### config.mk
export PLATFORM = sky130hd
export DESIGN_NAME = cdb_arbiter
export DESIGN_NICKNAME = d
export VERILOG_FILES = /design/src/rtl/cdb_arbiter.sv
export SDC_FILE = /design/constraint.sdc
export NUM_CORES = 1
export LEC_CHECK = 0
export BUFFER_PORTS_ARGS = -buffer_cell sky130_fd_sc_hd__buf_4
export CAP_MARGIN = 20
export CORE_MARGIN = 2
export CORE_UTILIZATION = 57
export DETAILED_ROUTE_END_ITERATION = 12
export GPL_TIMING_DRIVEN = 1
export PLACE_DENSITY = 0.84
export SYNTH_ARGS = -nofsm -noshare
export SYNTH_HDL_FRONTEND = slang
export SYNTH_SLANG_ARGS = --single-unit
### constraint.sdc
create_clock -name clk -period 7.8 [get_ports clk]
set_input_delay 0.78 -clock clk [delete_from_list [all_inputs] [get_ports clk]]
set_output_delay 0.78 -clock clk [all_outputs]
set_load 0.05 [all_outputs]
### src/rtl/cdb_arbiter.sv
// Purpose : arbitrates ALU and SLB results onto the single common data bus (CDB).
// Latency : a result accepted at edge E is broadcast after edge E+1 at the earliest.
// Backpressure: each source has a one-entry hold; ready = hold empty or draining this cycle.
//
// Ports:
//   clk, rst            rising-edge clock, asynchronous active-high reset
//   flush               ROB mispredict/exception flush, drops held and broadcast results
//   alu_valid/data/tag  ALU result request, alu_ready accepts it
//   slb_valid/data/tag  SLB result request, slb_ready accepts it
//   cdb_valid/data/tag  registered broadcast to the ROB and to RS/SLB wakeup
//   cdb_src             registered source of the broadcast (0 = ALU, 1 = SLB)
//
// Build option: define CDB_RR_EN for round-robin tie breaking. Without it the
// SLB always wins ties (loads complete first) and the ALU can be starved.
module cdb_arbiter #(
  parameter int DATA_W = 32,
  parameter int TAG_W  = 3
) (
  input  logic              clk,
  input  logic              rst,
  input  logic              flush,
  input  logic              alu_valid,
  input  logic [DATA_W-1:0] alu_data,
  input  logic [TAG_W-1:0]  alu_tag,
  output logic              alu_ready,
  input  logic              slb_valid,
  input  logic [DATA_W-1:0] slb_data,
  input  logic [TAG_W-1:0]  slb_tag,
  output logic              slb_ready,
  output logic              cdb_valid,
  output logic [DATA_W-1:0] cdb_data,
  output logic [TAG_W-1:0]  cdb_tag,
  output logic              cdb_src
);

  logic              alu_hold_v;
  logic [DATA_W-1:0] alu_hold_data;
  logic [TAG_W-1:0]  alu_hold_tag;
  logic              slb_hold_v;
  logic [DATA_W-1:0] slb_hold_data;
  logic [TAG_W-1:0]  slb_hold_tag;

  // prio: 0 = ALU favoured on a tie, 1 = SLB favoured.
  logic prio;
  logic alu_win;
  logic slb_win;
  logic alu_take;
  logic slb_take;

  // Grant depends only on registered holds, so ready never depends on valid.
  assign alu_win = alu_hold_v & (~slb_hold_v | ~prio);
  assign slb_win = slb_hold_v & (~alu_hold_v | prio);

  // A draining winner can be refilled on the same edge.
  assign alu_ready = ~alu_hold_v | alu_win;
  assign slb_ready = ~slb_hold_v | slb_win;

  assign alu_take = alu_valid & alu_ready;
  assign slb_take = slb_valid & slb_ready;

`ifdef CDB_RR_EN
  // After a contested grant, favour the loser; uncontested grants and flushes leave it.
  always_ff @(posedge clk or posedge rst) begin
    if (rst) begin
      prio <= 1'b0;
    end else if (!flush && alu_hold_v && slb_hold_v) begin
      prio <= alu_win;
    end
  end
`else
  assign prio = 1'b1;
`endif

  always_ff @(posedge clk or posedge rst) begin
    if (rst) begin
      alu_hold_v    <= 1'b0;
      alu_hold_data <= '0;
      alu_hold_tag  <= '0;
      slb_hold_v    <= 1'b0;
      slb_hold_data <= '0;
      slb_hold_tag  <= '0;
      cdb_valid     <= 1'b0;
      cdb_data      <= '0;
      cdb_tag       <= '0;
      cdb_src       <= 1'b0;
    end else if (flush) begin
      // Discard held results, the current broadcast and anything offered this cycle.
      alu_hold_v <= 1'b0;
      slb_hold_v <= 1'b0;
      cdb_valid  <= 1'b0;
    end else begin
      cdb_valid <= alu_win | slb_win;
      // With no winner, data/tag/src keep their last values.
      if (alu_win) begin
        cdb_data <= alu_hold_data;
        cdb_tag  <= alu_hold_tag;
        cdb_src  <= 1'b0;
      end else if (slb_win) begin
        cdb_data <= slb_hold_data;
        cdb_tag  <= slb_hold_tag;
        cdb_src  <= 1'b1;
      end

      if (alu_take) begin
        alu_hold_v    <= 1'b1;
        alu_hold_data <= alu_data;
        alu_hold_tag  <= alu_tag;
      end else if (alu_win) begin
        alu_hold_v <= 1'b0;
      end

      if (slb_take) begin
        slb_hold_v    <= 1'b1;
        slb_hold_data <= slb_data;
        slb_hold_tag  <= slb_tag;
      end else if (slb_win) begin
        slb_hold_v <= 1'b0;
      end
    end
  end

endmodule

# Word-level counts from Yosys, hierarchy flattened

Index checks and enable logic that the tools add are counted.

Output and inout port bits: 39
Register bits: 109

Multiplexer cells: 12
Reductions and logical operators: 5
Bitwise operators: 7

Operator list:

| cell                | number |
|---|---|
| 32-bit two-way mux  | 2 |
| 1-bit two-way mux   | 8 |
| 3-bit two-way mux   | 2 |
| 2-bit AND reduction | 3 |
| 1-bit inverter      | 3 |
| 3-bit nonzero test  | 1 |
| 1-bit AND           | 2 |
| 1-bit OR            | 2 |
| 2-bit nonzero test  | 1 |

# Longest topological paths before layout

Gate-level depths: netlist (run 1).

Depth after elaboration: 6
Depth in mapped cells: 6

# Least setup slack after synthesis (run 1)

No wires, ideal clock.

Path kind: input to register
Start point: input slb_valid
End point: register slb_hold_data[0]
Stages on the path: 4
Setup slack: 6.057 ns
Data required time: 7.675 ns
Data arrival time: 1.618 ns
Cells stage by stage: nor2b_1 > buf_2 > buf_2 > mux2_2

Longest elaborated chain between the ends: 1

Ends and longest elaborated chain:

| item                                 | line | source |
|---|---|---|
| start: declaration                   | 26   | `input logic slb_valid,` |
| 2-bit AND reduction (no source line) | --   |  |
| end signal: assignment               | 114  | `slb_hold_data <= slb_data;` |
| end: declaration                     | 40   | `logic [DATA_W-1:0] slb_hold_data;` |

Every way passes these cells.
A chain may end at the register's enable or synchronous reset.

# Worst setup path after layout (run 1)

Start point: register slb_hold_v
End point: output alu_ready

Longest elaborated chain between the ends: 3

Ends and longest elaborated chain:

| item                     | line | source |
|---|---|---|
| start: declaration       | 39   | `logic slb_hold_v;` |
| start signal: assignment | 79   | `slb_hold_v <= 1'b0;` |
| start signal: assignment | 89   | `slb_hold_v <= 1'b0;` |
| start signal: assignment | 113  | `slb_hold_v <= 1'b1;` |
| 1-bit inverter           | --   |  |
| 1-bit AND                | 51   | `assign alu_win = alu_hold_v & (~slb_hold_v \| ~prio);` |
| 1-bit OR                 | 55   | `assign alu_ready = ~alu_hold_v \| alu_win;` |
| end: declaration         | 25   | `output logic alu_ready,` |

Every way passes these cells.

==> results of run 1 <==
-- registers in the layout (all words and copies together) (netlist names), 3 cells and up --
register and flops:
alu_hold_data 32, cdb_data 32, slb_hold_data 32, alu_hold_tag 3, cdb_tag 3, slb_hold_tag 3
-- worst max-delay path, cell delays in order (launching register included) --
cell and delay, ns:
dfrtp_2 0.97, nand2_2 0.17, buf_4 0.24
-- metal layers --
layer	part of all wire	GRT usage	up-vias
li1	-	-	1428
met1	0.42	0.2991	1505
met2	0.50	0.3613	100
met3	0.059	0.04230	19
met4	0.024	0.09179	0
met5	0	0	-
-- cells in the mapped netlist --
cell / number / share of area
a21oi_1: 1 / 0.0011
mux2_2: 40 / 0.097
nor3_1: 33 / 0.035
o32ai_1: 2 / 0.0038
buf_6: 9 / 0.022
nor2b_1: 1 / 0.0013
o21ai_0: 1 / 0.0011
buf_2: 7 / 0.0075
nand2_2: 1 / 0.0013
a211oi_2: 14 / 0.038
conb_1: 1 / 0.00080
nor2_1: 71 / 0.057
inv_1: 2 / 0.0016
a211oi_1: 19 / 0.031
o21ba_4: 1 / 0.0035
mux2_4: 30 / 0.097
clkbuf_1: 11 / 0.0088
nand3b_4: 1 / 0.0043
nand2b_1: 2 / 0.0027
buf_4: 1 / 0.0016
dfrtp_1: 109 / 0.58
nand2_1: 1 / 0.00080
-- placed cells by master (no fill, tap or decap), drive strengths merged, types with 2 or more instances in the layout --
master	netlist	layout
nand2	2	2
a211oi	33	33
nor3	33	33
o32ai	2	2
clkbuf	11	13
inv	2	2
mux2	70	70
clkinvlp	0	3
buf	17	114
nor2	71	71
dfrtp	109	109
nand2b	2	2
-- metrics by stage --
step | setup WS, ns | std cells
floorplan | 4.146 | 358
global placement | 5.200 | 549
detailed placement | 5.155 | 549
CTS | 5.269 | 565
global route | 5.190 | 565
finish | 5.284 | 565
-- final timing paths --
kind                                   start                end  slack, ns
setup reg to reg                  slb_hold_v        cdb_data[3]       5.42
hold / removal                           rst   slb_hold_data[6]       0.52
min in group clk           slb_hold_data[27]  slb_hold_data[27]       0.52
max in group asynchronous                rst         slb_hold_v       6.12
hold reg to reg            slb_hold_data[27]  slb_hold_data[27]       0.52
setup / recovery                  slb_hold_v          alu_ready       5.28
-- logic make-up (layout without fill, tap and decap cells) --
| logic type | after synthesis | count (layout) |
|---|---|---|
| other | 1 | 1 |
| flip-flops | 109 | 109 |
| multiplexers | 70 | 70 |
| AND/OR/NAND/NOR | 110 | 110 |
| AO/OA/AOI/OAI | 38 | 38 |
| buffers and inverters | 30 | 132 |
-- power groups by stage --
stage / combinational, mW / clock, mW / sequential, mW
finish: 0.425 / 0.301 / 0.724
global route: 0.452 / 0.334 / 0.736
CTS: 0.430 / 0.310 / 0.723
detailed placement: 0.429 / 0 / 0.733
global placement: 0.418 / 0 / 0.730
floorplan: 0.165 / 0 / 0.862
-- cell type report --
cell class / instances / area share
multi-input cells: 219 / 0.3104
inverters: 2 / 0.001771
clock buffers: 13 / 0.02634
flip-flops and latches: 109 / 0.4828
clock inverters: 3 / 0.003985
well taps: 105 / 0.02325
repair buffers: 114 / 0.1514
==> flow_metrics.env, run 1 <==
export IMPL_hold_ws_ns=0.5151
export IMPL_ys_seq_area_frac=0.5845
export IMPL_p_leak_nw=2.564
export IMPL_dpl_cell_area_um2=5480
export IMPL_cts_tree="yes"
export IMPL_num_fill_cells=620
export IMPL_path_clk_slew_ns=0.10
export IMPL_grt_pass1_wl_um=15270
export IMPL_cp_max_fo=38
export IMPL_port_buffers=112
export IMPL_synth_adder_area_share=0
export IMPL_synth_compound_area_frac=0.07748
export IMPL_wl_per_cell_um=16.52
export IMPL_clk_latency_ns=0.35
export IMPL_reg2regPathDepth=4
export IMPL_hpwl_um=6086
export IMPL_synth_cells=358
export IMPL_cp_required_ns=7.02
export IMPL_rsz0062_at_grt="false"
export IMPL_ios=114
export IMPL_grt_max_degree=75
export IMPL_cp_end_kind="output pin"
export IMPL_path_class="reg2out"
export IMPL_setup_viol=0
export IMPL_die_area_um2=8927
export IMPL_p_sw_mw=0.4875
export IMPL_finalHoldViolCount=0
export IMPL_grt_overflow=0
export IMPL_route_detailed_drc=0
export IMPL_finClkSkew_ns=0.007512
export IMPL_ctsHtreeMaxLevel=3
export IMPL_antenna_found_initial=0
export IMPL_area_delta_synth_final_pct=21.10
export IMPL_post_route_period_util=0.3225
export IMPL_cts_resized=0
export IMPL_fmax_mhz=397.5
export IMPL_syn_area_um2=4667
export IMPL_drtIter0Drc=166
export IMPL_clkPwrFrac=0.208
export IMPL_die_x_um=94.49
export IMPL_final_nets=530
export IMPL_synthXorXnorAreaFrac=0
export IMPL_ir_drop_uv=141.8
export IMPL_diodes=0
export IMPL_clockBufferDepth=2
export IMPL_yosys_cell_types_count=22
export IMPL_tns_ns=0
export IMPL_first_pass_iters=4
export IMPL_drive_gt1_frac=0.4717
export IMPL_rows=33
export IMPL_power_mw=1.450
export IMPL_power_frac_seq=0.499
export IMPL_finalCriticalPeriod_ns=2.516
export IMPL_multi_input_area_um2=1754
export IMPL_cts_num_sinks=109
export IMPL_yosys_area_share_simple=0.1029
export IMPL_sw_frac_of_total=0.3362
export IMPL_maxCapViolCount=0
export IMPL_regArea_um2=2729
export IMPL_yosysWarnings=0
export IMPL_wirelength_um=9335
export IMPL_hold_path_class="in2async"
export IMPL_gp_congestion=0.8074
export IMPL_syn_area_per_cell_um2=13.04
export IMPL_start_util=0.5767
export IMPL_power_density_nw_per_um2=256.6
export IMPL_combinationalPowerShare=0.293
export IMPL_report_final_slew_viol_count=0
export IMPL_arrival_ns=1.74
export IMPL_grt_pass1_vias=3122
export IMPL_viasPerCell=5.402
export IMPL_ys_ff_latch=109
export IMPL_vias=3052
export IMPL_status="complete, no violations"
export IMPL_root_buffer="clkbuf_8"
export IMPL_synth_top_family_by_area="multiplexers"
export IMPL_numCtsBuffers=9
export IMPL_final_util=0.6984
export IMPL_synth_area_mux_share=0.1930
export IMPL_fp_dieH_um=94.49
export IMPL_groute_usage_overall=0.2231
export IMPL_cts_hold_buf=0
export IMPL_start_kind="register"
export IMPL_p_int_mw=0.9627
export IMPL_placeableCoreArea_um2=8093
export IMPL_max_slew_margin=0.3117
export IMPL_worst_pin_slew_ns=1.030
export IMPL_antenna_left=0
export IMPL_design_area_um2=5652
export IMPL_syn_nets=433
export IMPL_cts_setup_buffers=0
No activity file was read; power rests on OpenSTA's default activity.
==> run 2, diff against run 1 <==
--- a/config.mk
+++ b/config.mk
@@ -5,13 +5,14 @@
 export SDC_FILE = /design/constraint.sdc
 export NUM_CORES = 1
 export LEC_CHECK = 0
+export ABC_AREA = 1
 export BUFFER_PORTS_ARGS = -buffer_cell sky130_fd_sc_hd__buf_4
 export CAP_MARGIN = 20
 export CORE_MARGIN = 2
-export CORE_UTILIZATION = 57
+export CORE_UTILIZATION = 48
 export DETAILED_ROUTE_END_ITERATION = 12
 export GPL_TIMING_DRIVEN = 1
-export PLACE_DENSITY = 0.84
+export PLACE_DENSITY = 0.75
 export SYNTH_ARGS = -nofsm -noshare
 export SYNTH_HDL_FRONTEND = slang
 export SYNTH_SLANG_ARGS = --single-unit
==> constraint.sdc (replaced) <==
create_clock -name clk -period 2.3 [get_ports clk]
set_input_delay 0.23 -clock clk [delete_from_list [all_inputs] [get_ports clk]]
set_output_delay 0.23 -clock clk [all_outputs]
set_load 0.05 [all_outputs]
==> flow_metrics.env, run 2 <==
export IMPL_largestRegisters="alu_hold_data x32, cdb_data x32, slb_hold_data x32"
export IMPL_start_util=0.4932
export IMPL_grt_pass1_vias=3839
export IMPL_yosysWarnings=0
export IMPL_r2r_end="alu_hold_data[18]"
export IMPL_path_clk_slew_ns=0.10
export IMPL_port_buffers=112
export IMPL_grt_pass1_wl_um=18060
export IMPL_power_density_nw_per_um2=835.4
export IMPL_sw_frac_of_total=0.3545
export IMPL_area_delta_synth_final_pct=22.19
export IMPL_ys_ff_latch=109
export IMPL_power_mw=4.921
export IMPL_drtIter0Drc=228
export IMPL_fp_dieH_um=104.2
export IMPL_cts_resized=0
export IMPL_design_area_um2=5891
export IMPL_die_x_um=104.2
export IMPL_grt_max_degree=110
export IMPL_synth_top_cells_by_area="dfrtp_1, nand2_1, inv_1"
export IMPL_root_buffer="clkbuf_8"
export IMPL_instances_no_fill=812
export IMPL_wl_per_cell_um=13.10
export IMPL_async_flop_share=1.000
export IMPL_cp_startpoint="alu_hold_v"
export IMPL_synth_top_area_share=0.5658
export IMPL_synthTopCellsByCount="nand2_1, dfrtp_1, inv_1"
export IMPL_max_slew_margin=0.5451
export IMPL_setup_viol=0
export IMPL_tns_ns=0
export IMPL_ir_drop_uv=400.2
export IMPL_ys_seq_area_frac=0.5658
export IMPL_viasPerCell=4.855
export IMPL_maxCapViolCount=0
export IMPL_start_kind="register"
export IMPL_p_sw_mw=1.745
export IMPL_diodes=0
export IMPL_clk_latency_ns=0.36
export IMPL_die_area_um2=10860
export IMPL_finClkSkew_ns=0.01270
export IMPL_syn_area_um2=4821
export IMPL_placeableCoreArea_um2=9774
export IMPL_cp_max_fo=71
export IMPL_syn_nets=652
export IMPL_fmax_mhz=595.0
export IMPL_synth_flop_cell="dfrtp_1"
export IMPL_layout_common_cells="nand2_1, buf_4, dfrtp_1"
export IMPL_slowest_delay_ns=0.46
export IMPL_yosysMostFrequentCell="nand2_1"
export IMPL_p_leak_nw=3.258
export IMPL_cpMaxStageDelayCell="nand3_4"
export IMPL_clockBufferDepth=2
export IMPL_vias=3942
export IMPL_path_class="reg2reg"
export IMPL_finalHoldViolCount=0
export IMPL_ios=114
export IMPL_layout_commonest_cell="nand2_1"
export IMPL_post_route_period_util=0.7308
export IMPL_p_int_mw=3.177
export IMPL_placedCellCount=797
export IMPL_gp_congestion=0.8026
export IMPL_crit_chain="buf_4 > nand2_4 > nand3_4 > o21ai_0"
export IMPL_cts_setup_buffers=0
export IMPL_report_final_slew_viol_count=0
export IMPL_clkPwrFrac=0.227
export IMPL_wirelength_um=10640
export IMPL_dpl_cell_area_um2=5710
export IMPL_arrival_ns=1.94
export IMPL_grt_overflow=0
export IMPL_cts_hold_buf=0
export IMPL_antenna_left=0
export IMPL_status="complete, no violations"
export IMPL_synth_edf_count=0
export IMPL_antenna_found_initial=0
export IMPL_hold_ws_ns=0.02000
export IMPL_cp_end_kind="register"
export IMPL_yosys_area_top_type="dfrtp_1"
export IMPL_groute_usage_overall=0.2058
export IMPL_r2r_start="alu_hold_v"
export IMPL_setup_ws_ns=0.6193
export IMPL_cts_num_sinks=109
export IMPL_combinationalPowerShare=0.289
export IMPL_finalCriticalPeriod_ns=1.681
export IMPL_final_util=0.6027
export IMPL_pre_cts_ws_ns=0.6421
export IMPL_cp_required_ns=2.56
export IMPL_reg2reg_slack_ns=0.62
export IMPL_syn_area_per_cell_um2=8.355
export IMPL_rows=36
export IMPL_numCtsBuffers=9
export IMPL_worst_pin_slew_ns=0.6814
export IMPL_reg2regPathDepth=4
export IMPL_hpwl_um=7086
export IMPL_yosys_cell_types_count=19
export IMPL_synth_cells=577
export IMPL_final_nets=750
export IMPL_first_pass_iters=4
export IMPL_power_frac_seq=0.484
export IMPL_rsz0062_at_grt="false"
export IMPL_cts_tree="yes"
export IMPL_hold_path_class="in2async"
export IMPL_ctsHtreeMaxLevel=3
export IMPL_drive_gt1_frac=0.2209
export IMPL_route_detailed_drc=0
run 2: layer usage:
layer,share of wire,track usage,vias to the layer above
met3,0.049,0.04261,13
met4,0.013,0.06950,0
met2,0.47,0.3238,110
li1,-,-,1939
met5,0,0,-
met1,0.47,0.2861,1880
run 2: critical path, delay by kind of cell (launching register included):
kind                   cells  cell delay [ns]
AOI/OAI and AO/OA          1             0.38
buffers and inverters      1             0.20
DFF                        1             0.41
and+or+nand+nor            2             0.55
run 2: power by group through the flow:
stage | combinational (mW) | clock, mW | sequential (mW)
finish | 1.42 | 1.12 | 2.38
global route | 1.56 | 1.21 | 2.41
CTS | 1.44 | 1.15 | 2.38
detailed placement | 1.43 | 0 | 2.41
global placement | 1.41 | 0 | 2.40
floorplan | 0.497 | 0 | 2.87
run 2: how the worst max path moves through the flow:
stage                   endpoint  slack, ns  cells past startpoint
3_3_place_gp   alu_hold_data[19]       0.73                      4
2_1_floorplan   alu_hold_data[0]       0.75                      1
5_1_grt        alu_hold_data[21]       0.39                      4
6_report       alu_hold_data[18]       0.62                      4
4_1_cts        alu_hold_data[18]       0.60                      4
3_5_place_dp   alu_hold_data[22]       0.64                      4
run 2: logic make-up (layout without fill, tap and decap cells):
logic type	after synthesis	in the layout	synth area share
AO/OA/AOI/OAI	71	71	0.07371
buffers and inverters	142	244	0.1280
flip-flops	109	109	0.5658
other	1	1	0.0007779
AND/OR/NAND/NOR	254	254	0.2318
run 2: final cells by class:
cell class | instances | area, um2
clock buffers | 11 | 131.4
clock inverters | 4 | 48.80
fillers | 900 | 3884
inverters | 110 | 416.7
multi-input cells | 326 | 1481
flip-flops and latches | 109 | 2728
well taps | 133 | 166.4
repair buffers | 119 | 918.4
